--- src/rtl/mem_port_arbiter.sv ---
// Shares one word-wide, byte-laned memory port between instruction fetch and load/store.
// Round-robin arbitration, fixed-latency reads and read-modify-write for partial stores.
module mem_port_arbiter #(
    parameter int unsigned MEM_LATENCY = 1
) (
    input  logic            clk,
    input  logic            rst_b,
    input  logic            i_req,
    input  logic [31:0]     i_addr,
    output logic [31:0]     i_rdata,
    output logic            i_ack,
    input  logic            d_req,
    input  logic            d_we,
    input  logic [31:0]     d_addr,
    input  logic [31:0]     d_wdata,
    input  logic [3:0]      d_be,
    output logic [31:0]     d_rdata,
    output logic            d_ack,
    output logic [31:0]     mem_addr,
    output logic [0:3][7:0] mem_data_in,
    input  logic [0:3][7:0] mem_data_out,
    output logic            mem_write_en,
    output logic            busy
);
    typedef enum logic [1:0] {IDLE, RD, WR, RESP} state_t;
    typedef enum logic {OWN_I, OWN_D} owner_t;

    state_t      state, state_n;
    owner_t      owner, last_grant, grant, ack_owner;
    logic        grant_valid, grant_we, rd_done;
    logic [3:0]  lat_cnt;
    logic        lat_we;
    logic [31:0] lat_wdata;
    logic [3:0]  lat_be;
    logic [31:0] rd_reg;

    // be[k] selects the new byte at word bits [8k+7:8k]; other bytes keep the memory value.
    function automatic logic [31:0] merge_word(input logic [31:0] wdata,
                                               input logic [3:0]  be,
                                               input logic [31:0] base);
        logic [31:0] m;
        for (int k = 0; k < 4; k++)
            m[8*k +: 8] = be[k] ? wdata[8*k +: 8] : base[8*k +: 8];
        return m;
    endfunction

    always_comb begin
        // NOTE: every always_comb output gets a default first so no path can infer a latch.
        grant_valid = i_req | d_req;
        grant       = OWN_I;
        if (d_req && (!i_req || last_grant == OWN_I))
            grant = OWN_D;
        grant_we    = (grant == OWN_D) && d_we;
        ack_owner   = (state == IDLE) ? grant : owner;
        rd_done     = (state == RD) && (lat_cnt == 4'd1);
    end

    always_comb begin
        state_n = state;
        case (state)
            IDLE: if (grant_valid) begin
                if (!grant_we)           state_n = RD;
                else if (d_be == 4'hF)   state_n = WR;
                else if (d_be == 4'h0)   state_n = RESP;
                else                     state_n = RD;
            end
            RD:      if (rd_done) state_n = lat_we ? WR : RESP;
            WR:      state_n = RESP;
            RESP:    state_n = IDLE;
            default: state_n = IDLE;
        endcase
    end

    // NOTE: all flops use non-blocking assignment so every register samples pre-edge values.
    always_ff @(posedge clk or negedge rst_b) begin
        if (!rst_b) state <= IDLE;
        else        state <= state_n;
    end

    always_ff @(posedge clk or negedge rst_b) begin
        if (!rst_b) begin
            owner        <= OWN_I;
            last_grant   <= OWN_I;
            mem_addr     <= '0;
            mem_data_in  <= '0;
            mem_write_en <= 1'b0;
            i_rdata      <= '0;
            d_rdata      <= '0;
            i_ack        <= 1'b0;
            d_ack        <= 1'b0;
            busy         <= 1'b0;
            lat_cnt      <= '0;
            lat_we       <= 1'b0;
            lat_wdata    <= '0;
            lat_be       <= '0;
            rd_reg       <= '0;
        end else begin
            // Status strobes are registered from the next state so they never glitch.
            mem_write_en <= (state_n == WR);
            busy         <= (state_n != IDLE);
            i_ack        <= (state_n == RESP) && (ack_owner == OWN_I);
            d_ack        <= (state_n == RESP) && (ack_owner == OWN_D);
            case (state)
                IDLE: if (grant_valid) begin
                    owner      <= grant;
                    last_grant <= grant;
                    mem_addr   <= ((grant == OWN_D) ? d_addr : i_addr) & 32'hFFFF_FFFC;
                    lat_we     <= grant_we;
                    lat_wdata  <= d_wdata;
                    lat_be     <= d_be;
                    lat_cnt    <= 4'(MEM_LATENCY);
                    if (grant_we && d_be == 4'hF) mem_data_in <= d_wdata;
                    if (grant_we && d_be == 4'h0) d_rdata <= rd_reg;
                end
                RD: begin
                    lat_cnt <= lat_cnt - 4'd1;
                    if (rd_done) begin
                        rd_reg <= mem_data_out;
                        if (lat_we)              mem_data_in <= merge_word(lat_wdata, lat_be, mem_data_out);
                        else if (owner == OWN_D) d_rdata     <= mem_data_out;
                        else                     i_rdata     <= mem_data_out;
                    end
                end
                WR:      d_rdata <= mem_data_in;
                default: ;
            endcase
        end
    end
endmodule

--- config.mk ---
export PLATFORM = sky130hd
export DESIGN_NAME = mem_port_arbiter
export DESIGN_NICKNAME = d
export VERILOG_FILES = /design/src/rtl/mem_port_arbiter.sv
export SDC_FILE = /design/constraint.sdc
export NUM_CORES = 1
export LEC_CHECK = 0
export CAP_MARGIN = 40
export CORE_MARGIN = 8
export CORE_UTILIZATION = 48
export CTS_CLUSTER_SIZE = 40
export DETAILED_ROUTE_END_ITERATION = 8
export PLACE_DENSITY = 0.83
export SETUP_SLACK_MARGIN = 0.02
export SLEW_MARGIN = 20
export SYNTH_ARGS = -nofsm -noshare
export SYNTH_HDL_FRONTEND = slang
export SYNTH_SLANG_ARGS = --single-unit
--- constraint.sdc ---
create_clock -name clk -period 3.29 [get_ports clk]
set_clock_uncertainty 0.2 [all_clocks]
set_input_delay 0.4935 -clock clk [delete_from_list [all_inputs] [get_ports clk]]
set_output_delay 0.4935 -clock clk [all_outputs]
set_load 0.1 [all_outputs]
Word level (Yosys, flattened, before mapping)

Index checks and enable logic that the tools add are counted.

Add/sub/neg operators: 1
Equal/unequal tests: 14
Multiplexer cells: 27
Bitwise logic cells: 4
Reduce and logical (&&, ||, !) cells: 20

Operators by type and width:

| operator                                                                 | number |
|---|---|
| 32-bit two-way mux                                                       | 10 |
| 32-bit case mux with 3 select lines                                      | 1 |
| 32-bit case mux with 2 select lines                                      | 1 |
| 8-bit two-way mux                                                        | 4 |
| 2-bit two-way mux                                                        | 5 |
| 2-bit inequality test (second input constant)                            | 5 |
| 2-bit equality test (second input constant)                              | 4 |
| 2-bit case mux with 4 select lines                                       | 1 |
| 4-bit case mux with 2 select lines                                       | 1 |
| 1-bit logical AND                                                        | 7 |
| 2-bit AND reduction                                                      | 3 |
| 6-bit AND reduction                                                      | 1 |
| 5-bit AND reduction                                                      | 1 |
| 4-bit by 1-bit equality test with 1-bit output (second input constant)   | 1 |
| 4-bit equality test (second input constant)                              | 1 |
| 4-bit logical NOT                                                        | 1 |
| 4-bit two-way mux                                                        | 1 |
| 2-bit by 1-bit inequality test with 1-bit output (second input constant) | 2 |
| 4-bit AND reduction                                                      | 1 |
| 2-bit nonzero test                                                       | 2 |
| 4-bit by 1-bit subtractor with 4-bit output (second input constant)      | 1 |
| 1-bit two-way mux                                                        | 3 |
| 1-bit inverter                                                           | 3 |
| 3-bit nonzero test                                                       | 1 |
| 5 further kinds                                                          | 5 |

Flip-flop bits (word level): 206
Input bits: 137
Output and inout port bits: 132
Word-level logic and storage cells: 84

Logic depth before layout (Yosys ltp)

Gate-level depths: netlist of the first run.

Word-level depth: 10
Gate-level depth with buffers: 9

Worst setup path before layout of the first run

OpenSTA, ideal clock, no wires.

Kind: in2reg
Start: input port d_be[1]
End: register d_rdata[10]
Arrival: 2.017 ns
Data required time: 2.964 ns
Path slack: 0.946 ns
Cell stages on the path: 5
Path buffers: 1
Cell sequence: or4_4 -> a211o_1 -> a21oi_4 -> buf_8 -> mux2_4

Word-level cells in the longest chain between the ends: 4

RTL lines:

| what                                                              | RTL line | RTL |
|---|---|---|
| start, declared                                                   | 16       | `input logic [3:0] d_be,` |
| 4-bit logical NOT                                                 | 113      | `if (grant_we && d_be == 4'h0) d_rdata <= rd_reg;` |
| 1-bit logical AND                                                 | 113      |  |
| 2-bit by 1-bit inequality test with 1-bit output (no source line) | n/a      |  |
| 6-bit AND reduction (no source line)                              | n/a      |  |
| end signal, assigned                                              | 113      |  |
| end signal, assigned                                              | 120      | `else if (owner == OWN_D) d_rdata <= mem_data_out;` |
| end signal, assigned                                              | 124      | `WR: d_rdata <= mem_data_in;` |
| end, declared                                                     | 17       | `output logic [31:0] d_rdata,` |

Every way passes these cells.
A chain may end at the register's enable or synchronous reset.

Worst setup path after layout of the first run

Start: input port d_be[1]
End: register d_rdata[1]

Same word-level chain as after synthesis.

==> impl_metrics.ini, run 1 <==
[cells_and_area]
final_cells = 1309
fin_util = 0.6619
seq_area_um2 = 5155
drive_above_1_share = 0.3400
diodes = 0
multiInputGateArea_um2 = 4173
fin_area_um2 = 12920
areaGrowthSynthToFinish_pct = 34.84
final_nets = 1176
nFillCells = 1496

[clock_tree]
cts-htree-levels = 1
clk_latency_ns = 0.50
clockBufferDepth = 3
cts_buffers = 23
cts_tree = yes
ctsResizeCount = 0
cts_root_buf = clkbuf_16
clock_sinks = 206
post_cts_buffers = 0
path_clk_slew_ns = 0.06

[yosys]
ys_warn_count = 0
synth_top_area_frac = 0.5378
synth_common_cells = dfrtp_1 (206), mux2_2 (134), nor2_1 (71)
synth_area_um2 = 9585
synth_largest_area_cell = dfrtp_1
async_flop_share = 1.000
synth_edf_count = 0
yosysUniqueCellTypes = 41
synthCells = 787
synth_seq_cells = 206
avgSynthCellArea_um2 = 12.18
synth_most_common_cell = dfrtp_1
yosysSeqAreaShare = 0.5378
ys.flop_type = dfrtp_1
synthTopCellsByArea = dfrtp_1 (54%), mux2_2 (16%), mux2i_1 (6.8%), mux2_4 (4.7%), a21oi_1 (3.5%)

[floorplan]
fp.dieH_um = 157.3
core_um2 = 19530
dieArea_um2 = 24750
die_w_um = 157.3
initial_core_util = 0.4909
num_rows = 51
io_pins = 269

[critical_path]
critPathLaunchType = input pin
criticalPathCategory = in2reg
arrival_ns = 2.66
crit_fanout = 11
critPathRequiredTime_ns = 3.47
endpoint_kind = register

[global_route]
first_global_vias = 7289
track_usage = 0.2062
grt_max_degree = 83
grt_pass1_wl_mm = 40.41
antenna_found_initial = 0
gr-total-overflow = 0

[routing]
routed_wl_mm = 25.90
firstDrtPassIters = 4
drtAntennaViolNets = 0
drcViolationCount = 0
routedWlPerCell_um = 19.79
drtIter0Drc = 292
via_count = 6992
viasPerCell = 5.341

[min_path]
hold_class = reg2reg

[placed_design]
placed_cell_area_um2 = 12190
port_buffers = 262
hpwl_mm = 17.94
place_inst = 1271
gp_congestion = 0.8084

[sta]
max_freq_mhz = 402.0
final_max_slew_viol_count = 0
min_period_over_period = 0.7562
worst_pin_slew_ns = 0.8263
period_minus_slack_ns = 2.488
setup-violations-final = 0
maxSlewHeadroom = 0.4491
finalHoldViolations = 0
rsz0062_at_grt = false
finalSetupTns_ns = 0

[status]
status = completed

[flow_run]
max_cap_violations = 0
[layout by cell type (no fill, tap or decap), types with 2 or more instances in the layout]
cell type        Yosys  final
clkbuf_1            39      5
a22oi_1             32     32
conb_1               1      2
clkbuf_8             0      8
clkbuf_16            0     23
buf_4                2    140
ha_2                 0      2
or3_1                2      2
inv_1                8      8
a31oi_1              3      3
nor3b_1              3      3
ha_1                 7      4
o21ai_0             37     37
mux2_4              30     30
mux2i_1             65     65
dfrtp_1            206    206
mux2_2             134    134
buf_12               0      6
nor3_1               4      4
o211ai_1             2      2
nand2_1             35     34
a21oi_1             67     67
nand3_1              2      2
clkdlybuf4s50_1      0    131
nor2_1              71     71
[cell type report]
| cell class | count | area share |
|---|---|---|
| sequential | 206 | 0.3988 |
| multi-input combinational | 514 | 0.3228 |
| timing repair buffer | 279 | 0.1939 |
| clock buffer | 35 | 0.05344 |
| tap | 265 | 0.02565 |
| clock inverter | 2 | 0.003001 |
| inverter | 8 | 0.002323 |
[stage by stage]
stage / hold WS, ns / setup slack (ns)
after detailed placement: 0.2719 / 0.2910
final: 0.2810 / 0.8023
after floorplan: -0.002091 / 0.9463
after CTS: 0.2855 / 0.7874
after global routing: 0.2988 / 0.6702
after global placement: 0.2656 / 0.3286
[cells by family (layout without fill, tap and decap cells)]
| kind of cell | after synthesis | after routing | synth area share |
|---|---|---|---|
| compound gates | 153 | 153 | 0.09411 |
| buf+inv | 68 | 324 | 0.03263 |
| mux | 229 | 229 | 0.2723 |
| fa+ha+maj | 7 | 7 | 0.009137 |
| flops | 206 | 206 | 0.5378 |
| simple gates | 123 | 123 | 0.05365 |
| other cells | 1 | 2 | 0.0003912 |
[repair_timing]
action                                  4_1_cts  5_1_grt
endpoints found under the hold margin        78        0
endpoints found under the setup margin        0        0
hold buffers                                  1        0
[path summary, 6_finish.rpt]
kind	cells after the start	to	slack (ns)	from
worst min register to register	2	mem_addr[9]	0.28	mem_addr[9]
max in group asynchronous	3	mem_addr[2]	1.66	rst_b
worst min-delay path	2	mem_addr[9]	0.28	mem_addr[9]
min in group asynchronous	2	mem_addr[30]	0.39	rst_b
worst max-delay path	6	d_rdata[1]	0.80	d_be[1]
worst max register to register	7	d_ack	0.81	lat_cnt[1]
[critical path, cell delays in order]
cell and delay, ns:
clkdlybuf4s50_1 0.45, or4_4 0.55, a211o_1 0.30, a21oi_4 0.20, buf_4 0.29, mux2_2 0.37
[layer usage]
layer,global-route usage,vias to the layer above,share of wire
met1,0.2539,3464,0.41
met3,0.05676,33,0.072
met4,0.04397,0,0.019
li1,-,3293,-
met5,0,-,0
met2,0.3557,202,0.50
Power of run 1 is not shown: default switching activity piles up to over one toggle a cycle in this logic, so the estimate is an artifact.
==> inputs of run 2 (changes only) <==
--- a/config.mk
+++ b/config.mk
@@ -7,10 +7,10 @@
 export LEC_CHECK = 0
 export CAP_MARGIN = 40
 export CORE_MARGIN = 8
-export CORE_UTILIZATION = 48
+export CORE_UTILIZATION = 44
 export CTS_CLUSTER_SIZE = 40
 export DETAILED_ROUTE_END_ITERATION = 8
-export PLACE_DENSITY = 0.83
+export PLACE_DENSITY = 0.8
 export SETUP_SLACK_MARGIN = 0.02
 export SLEW_MARGIN = 20
 export SYNTH_ARGS = -nofsm -noshare
==> constraint.sdc (replaced) <==
create_clock -name clk -period 2 [get_ports clk]
set_clock_uncertainty 0.2 [all_clocks]
set_input_delay 0.3 -clock clk [delete_from_list [all_inputs] [get_ports clk]]
set_output_delay 0.3 -clock clk [all_outputs]
set_load 0.1 [all_outputs]
==> run 2 against run 1 <==
  * The flow now finishes with violations (negative setup slack)
  * Routed wire length up 19%
  * Cell count grew 5.5%
  * Clock-buffer cell count is 2 lower
  * Via count up 6.5%
  * Flip-flop and latch count is the same
==> impl_metrics.ini, run 2 (synthesis results as in run 1) <==
[sta]
worst_pin_slew_ns = 0.6336
setup-violations-final = 128
maxSlewHeadroom = 0.5776
min_period_over_period = 1.083
finalHoldViolations = 0
final_max_slew_viol_count = 0
period_minus_slack_ns = 2.167
max_freq_mhz = 461.5
layout_setup_ws_ns = -0.1668
rsz0062_at_grt = true

[critical_path]
timing.rr.start = state[1]
crit_top_cell = buf_6
slowest_stage = dfrtp_1
critPathTopFamily = buffers and inverters
rr_endpoint = mem_data_in[25]
slowest_delay_ns = 0.42
reg2regPathDepth = 9
crit_fanout = 8
arrival_ns = 2.34
critPathRequiredTime_ns = 2.18
reg2reg_slack_ns = -0.17
endpoint_kind = register
critPathLaunchType = register
criticalPathCategory = reg2reg
cp_cell_sequence = inv_2 -> ha_4 -> inv_4 -> a31oi_4 -> a211oi_4 -> buf_6 -> buf_6 -> buf_12 -> mux2_4
path_buf_inv = 5

[cells_and_area]
areaGrowthSynthToFinish_pct = 59.94
nFillCells = 1430
final_nets = 1231
seq_area_um2 = 5157
final_cells = 1381
diodes = 0
mostFrequentLayoutCell = dfrtp_1
multiInputGateArea_um2 = 4543
mostFrequentLayoutCells = dfrtp_1 (204), buf_12 (129), clkdlybuf4s50_1 (127)
drive_above_1_share = 0.3878

[clock_tree]
clock_sinks = 206
clockBufferDepth = 3
cts_buffers = 23
cts_root_buf = clkbuf_16
path_clk_slew_ns = 0.06
cts-htree-levels = 1
cts_tree = yes
clk_latency_ns = 0.51

[min_path]
hold_class = in2async

[flow_run]
max_cap_violations = 0

[placed_design]
place_inst = 1317
port_buffers = 262
hpwl_mm = 20.15
gp_congestion = 0.8076

[routing]
routed_wl_mm = 30.76
drcViolationCount = 0
via_count = 7444
routedWlPerCell_um = 22.27
viasPerCell = 5.390
drtAntennaViolNets = 0
drtIter0Drc = 353
firstDrtPassIters = 5

[global_route]
first_global_vias = 8013
gr-total-overflow = 0
grt_pass1_wl_mm = 46.11
antenna_found_initial = 0
track_usage = 0.2203
grt_max_degree = 70

[floorplan]
io_pins = 269
initial_core_util = 0.4433
num_rows = 54
die_w_um = 163.6
fp.dieH_um = 163.6
dieArea_um2 = 26760
core_um2 = 21620

[status]
failed_checks = negative setup slack
status = finished with violations
-- run 2: final cells by class --
cell class              count  area share
clock buffers              33     0.04130
clock inverters             6    0.004244
inverters                   8    0.002122
multi-input cells         514      0.2963
flip-flops and latches    206      0.3364
well taps                 280     0.02285
repair buffers            334      0.2967
-- run 2: how the worst max path moves through the flow --
stage	from	endpoint	slack [ns]	depth (start not counted)
final	state[1]	mem_data_in[25]	-0.17	9
after global placement	d_be[1]	d_rdata[0]	-0.83	6
after CTS	lat_cnt[1]	d_rdata[0]	-0.12	9
after floorplan	d_be[1]	d_rdata[10]	-0.13	5
after global routing	state[1]	mem_data_in[25]	-0.20	9
after detailed placement	d_be[1]	d_rdata[0]	-0.82	6
-- run 2: metrics by stage --
step | setup TNS [ns] | cell area [um^2] | utilization | setup WS [ns] | hold slack (ns)
2_1_floorplan | -7.474 | 9642 | - | -0.1264 | -0.1956
3_3_place_gp | -55.37 | 13910 | 0.6432 | -0.8330 | 0.04375
3_5_place_dp | -57.99 | 13910 | 0.6432 | -0.8221 | 0.04287
4_1_cts | -8.606 | 15180 | 0.7023 | -0.1216 | 0.05057
5_1_grt | -15.98 | 15330 | 0.7091 | -0.1972 | 0.1102
6_report | -11.53 | 15330 | 0.7091 | -0.1668 | 0.1010
-- run 2: what timing repair did --
| item | 4_1_cts | 5_1_grt |
|---|---|---|
| hold buffers | 1 | 0 |
| setup endpoints to repair | 140 | 136 |
| gates cloned | 5 | 3 |
| gates resized for setup | 73 | 46 |
| pin swaps | 5 | 8 |
| setup buffers | 17 | 6 |
| endpoints found under the hold margin | 206 | 0 |
-- run 2: worst reg2reg max path: stages, from the launching register on --
cell      delay (ns)
dfrtp_1         0.42
inv_2           0.10
ha_4            0.19
inv_4           0.07
a31oi_4         0.04
a211oi_4        0.28
buf_6           0.16
buf_6           0.09
buf_12          0.15
mux2_4          0.32
-- run 2: metal layers --
metal	wire, um	global-route usage	up-vias	share of wire
li1	-	-	3412	-
met3	2011	0.05141	62	0.065
met2	15650	0.3864	228	0.51
met5	0	0	-	0
met4	1010	0.07727	0	0.033
met1	12080	0.2599	3742	0.39
Power of run 2 is left out for the same reason.
==> inputs of run 3 (changes only) <==
--- a/config.mk
+++ b/config.mk
@@ -11,7 +11,7 @@
 export CTS_CLUSTER_SIZE = 40
 export DETAILED_ROUTE_END_ITERATION = 8
 export PLACE_DENSITY = 0.8
-export SETUP_SLACK_MARGIN = 0.02
+export SETUP_SLACK_MARGIN = 0.5
 export SLEW_MARGIN = 20
 export SYNTH_ARGS = -nofsm -noshare
 export SYNTH_HDL_FRONTEND = slang
==> run 3 against run 2 <==
  * The run still ends with negative setup slack left
  * Cell count up 13%
  * Non-clock buffer count up 167
  * Design area up 20%
  * Routed wire length up 29%
  * First-iteration DRC count up 50%
  * Register-to-register slack about the same
  * Worst setup slack worse by 0.0013 ns
  * Via count up 15%
  * Worst hold slack worse by 0.051 ns
  * Flip-flop and latch count unchanged
  * Die area unchanged
  * Global-route usage up 4.6 points
  * Critical endpoint is now d_rdata[30]
  * Highest routed layer is now met5
==> impl_metrics.ini, run 3 (synthesis results as in run 1) <==
[cells_and_area]
drive_above_1_share = 0.5381
mostFrequentLayoutCell = dfrtp_1
multiInputGateArea_um2 = 5200
areaGrowthSynthToFinish_pct = 91.40
final_nets = 1402
nFillCells = 1001
seq_area_um2 = 5170
mostFrequentLayoutCells = dfrtp_1 (194), buf_12 (155), buf_4 (155)

[critical_path]
setup.worst_path.start = lat_cnt[1]
path_buf_inv = 4
critPathTopFamily = buffers and inverters
crit_fanout = 5
critPathRequiredTime_ns = 2.19
arrival_ns = 2.36
slowest_delay_ns = 0.40
endpoint_kind = register
cp_cell_sequence = inv_2 -> ha_4 -> nor3b_4 -> a31oi_2 -> a21oi_4 -> buf_6 -> buf_8 -> buf_16 -> mux2_4
timing.rr.start = lat_cnt[1]
criticalPathCategory = reg2reg
critPathLaunchType = register
slowest_stage = dfrtp_1

[clock_tree]
cts_tree = yes
clk_latency_ns = 0.51
clockBufferDepth = 3
clock_sinks = 206
cts_buffers = 24
cts_root_buf = clkbuf_16
path_clk_slew_ns = 0.06
cts-htree-levels = 1

[placed_design]
gp_congestion = 0.7915
hpwl_mm = 20.14
port_buffers = 262

[floorplan]
die_w_um = 163.6
initial_core_util = 0.4433
dieArea_um2 = 26760
num_rows = 54
io_pins = 269
fp.dieH_um = 163.6
core_um2 = 21620

[routing]
drtAntennaViolNets = 0
drtIter0Drc = 531
drcViolationCount = 0
via_count = 8561
viasPerCell = 5.502
firstDrtPassIters = 5
routedWlPerCell_um = 25.48
routed_wl_mm = 39.65

[sta]
maxSlewHeadroom = 0.5073
rsz0062_at_grt = true
final_max_slew_viol_count = 0
layout_setup_ws_ns = -0.1682
hold_slack_ns = 0.04990
finalHoldViolations = 0
period_minus_slack_ns = 2.168
worst_pin_slew_ns = 0.7390
max_freq_mhz = 461.2
setup-violations-final = 130
min_period_over_period = 1.084

[global_route]
track_usage = 0.2664
gr-total-overflow = 0
antenna_found_initial = 3
grt_pass1_wl_mm = 54.77
grt_max_degree = 72
first_global_vias = 9194

[min_path]
hold_class = in2reg
min_from = d_be[1]

[flow_run]
max_cap_violations = 0

[status]
status = finished with violations
failed_checks = negative setup slack
-- run 3: cell count changes in the layout (fill, tap and decap cells not counted), moves of 6 or more --
| cell | before | now |
|---|---|---|
| buf_16 | 0 | 21 |
| clkbuf_8 | 2 | 8 |
| o21ai_1 | 1 | 8 |
| o21ai_2 | 0 | 24 |
| dfrtp_1 | 204 | 194 |
| o21ai_0 | 36 | 3 |
| dfrtp_2 | 2 | 12 |
| nand2_4 | 1 | 28 |
| buf_6 | 9 | 25 |
| mux2_4 | 96 | 141 |
| mux2_2 | 68 | 23 |
| buf_4 | 59 | 155 |
| buf_12 | 129 | 155 |
| nand2_1 | 34 | 3 |
-- run 3: final timing paths --
check | endpoint | slack [ns] | cells after the start
setup reg to reg | d_rdata[30] | -0.17 | 9
min in group asynchronous | mem_addr[7] | 0.09 | 2
hold reg to reg | lat_wdata[1] | 0.31 | 1
setup / recovery | d_rdata[30] | -0.17 | 9
hold / removal | lat_be[1] | 0.05 | 2
max in group asynchronous | mem_addr[25] | 0.83 | 3
-- run 3: final cells by class --
class	instances	area share
Sequential cell	206	0.2818
Clock inverter	4	0.006547
Timing Repair Buffer	501	0.3665
Antenna cell	3	0.0004092
Multi-Input combinational cell	517	0.2834
Inverter	8	0.001841
Tap cell	280	0.01910
Clock buffer	37	0.04037
-- run 3: repair_timing --
| item | 4_1_cts | 5_1_grt |
|---|---|---|
| endpoints found under the setup margin | 335 | 336 |
| hold endpoints to repair | 206 | 0 |
| hold buffers | 1 | 0 |
| resized for setup | 240 | 92 |
| buffers inserted | 123 | 43 |
| cloned | 24 | 5 |
| pin swaps | 36 | 23 |
-- run 3: per-stage QoR --
step | TNS, ns | std cells | cell area [um^2] | util | worst slack (ns)
after floorplan | -7.474 | 788 | 9986 | - | -0.1264
after global placement | -50.68 | 1316 | 14310 | 0.6618 | -0.7195
after detailed placement | -59.26 | 1316 | 14310 | 0.6618 | -0.7699
after CTS | -6.557 | 1505 | 17530 | 0.8107 | -0.1261
after global routing | -19.08 | 1555 | 18340 | 0.8484 | -0.2215
final | -11.93 | 1556 | 18350 | 0.8486 | -0.1682
-- run 3: worst register-to-register path, stage by stage (launching register included) --
cell and delay [ns]:
dfrtp_1 0.40, inv_2 0.09, ha_4 0.13, nor3b_4 0.21
a31oi_2 0.14, a21oi_4 0.20, buf_6 0.13, buf_8 0.12
buf_16 0.14, mux2_4 0.30
-- run 3: metal layers --
layer	vias to the layer above	track usage	wire length, um
met5	-	0	8
met3	71	0.07031	2923
met4	2	0.09587	1048
met2	353	0.4713	20940
met1	4377	0.3047	14730
li1	3758	-	-
Power of run 3 is left out for the same reason.
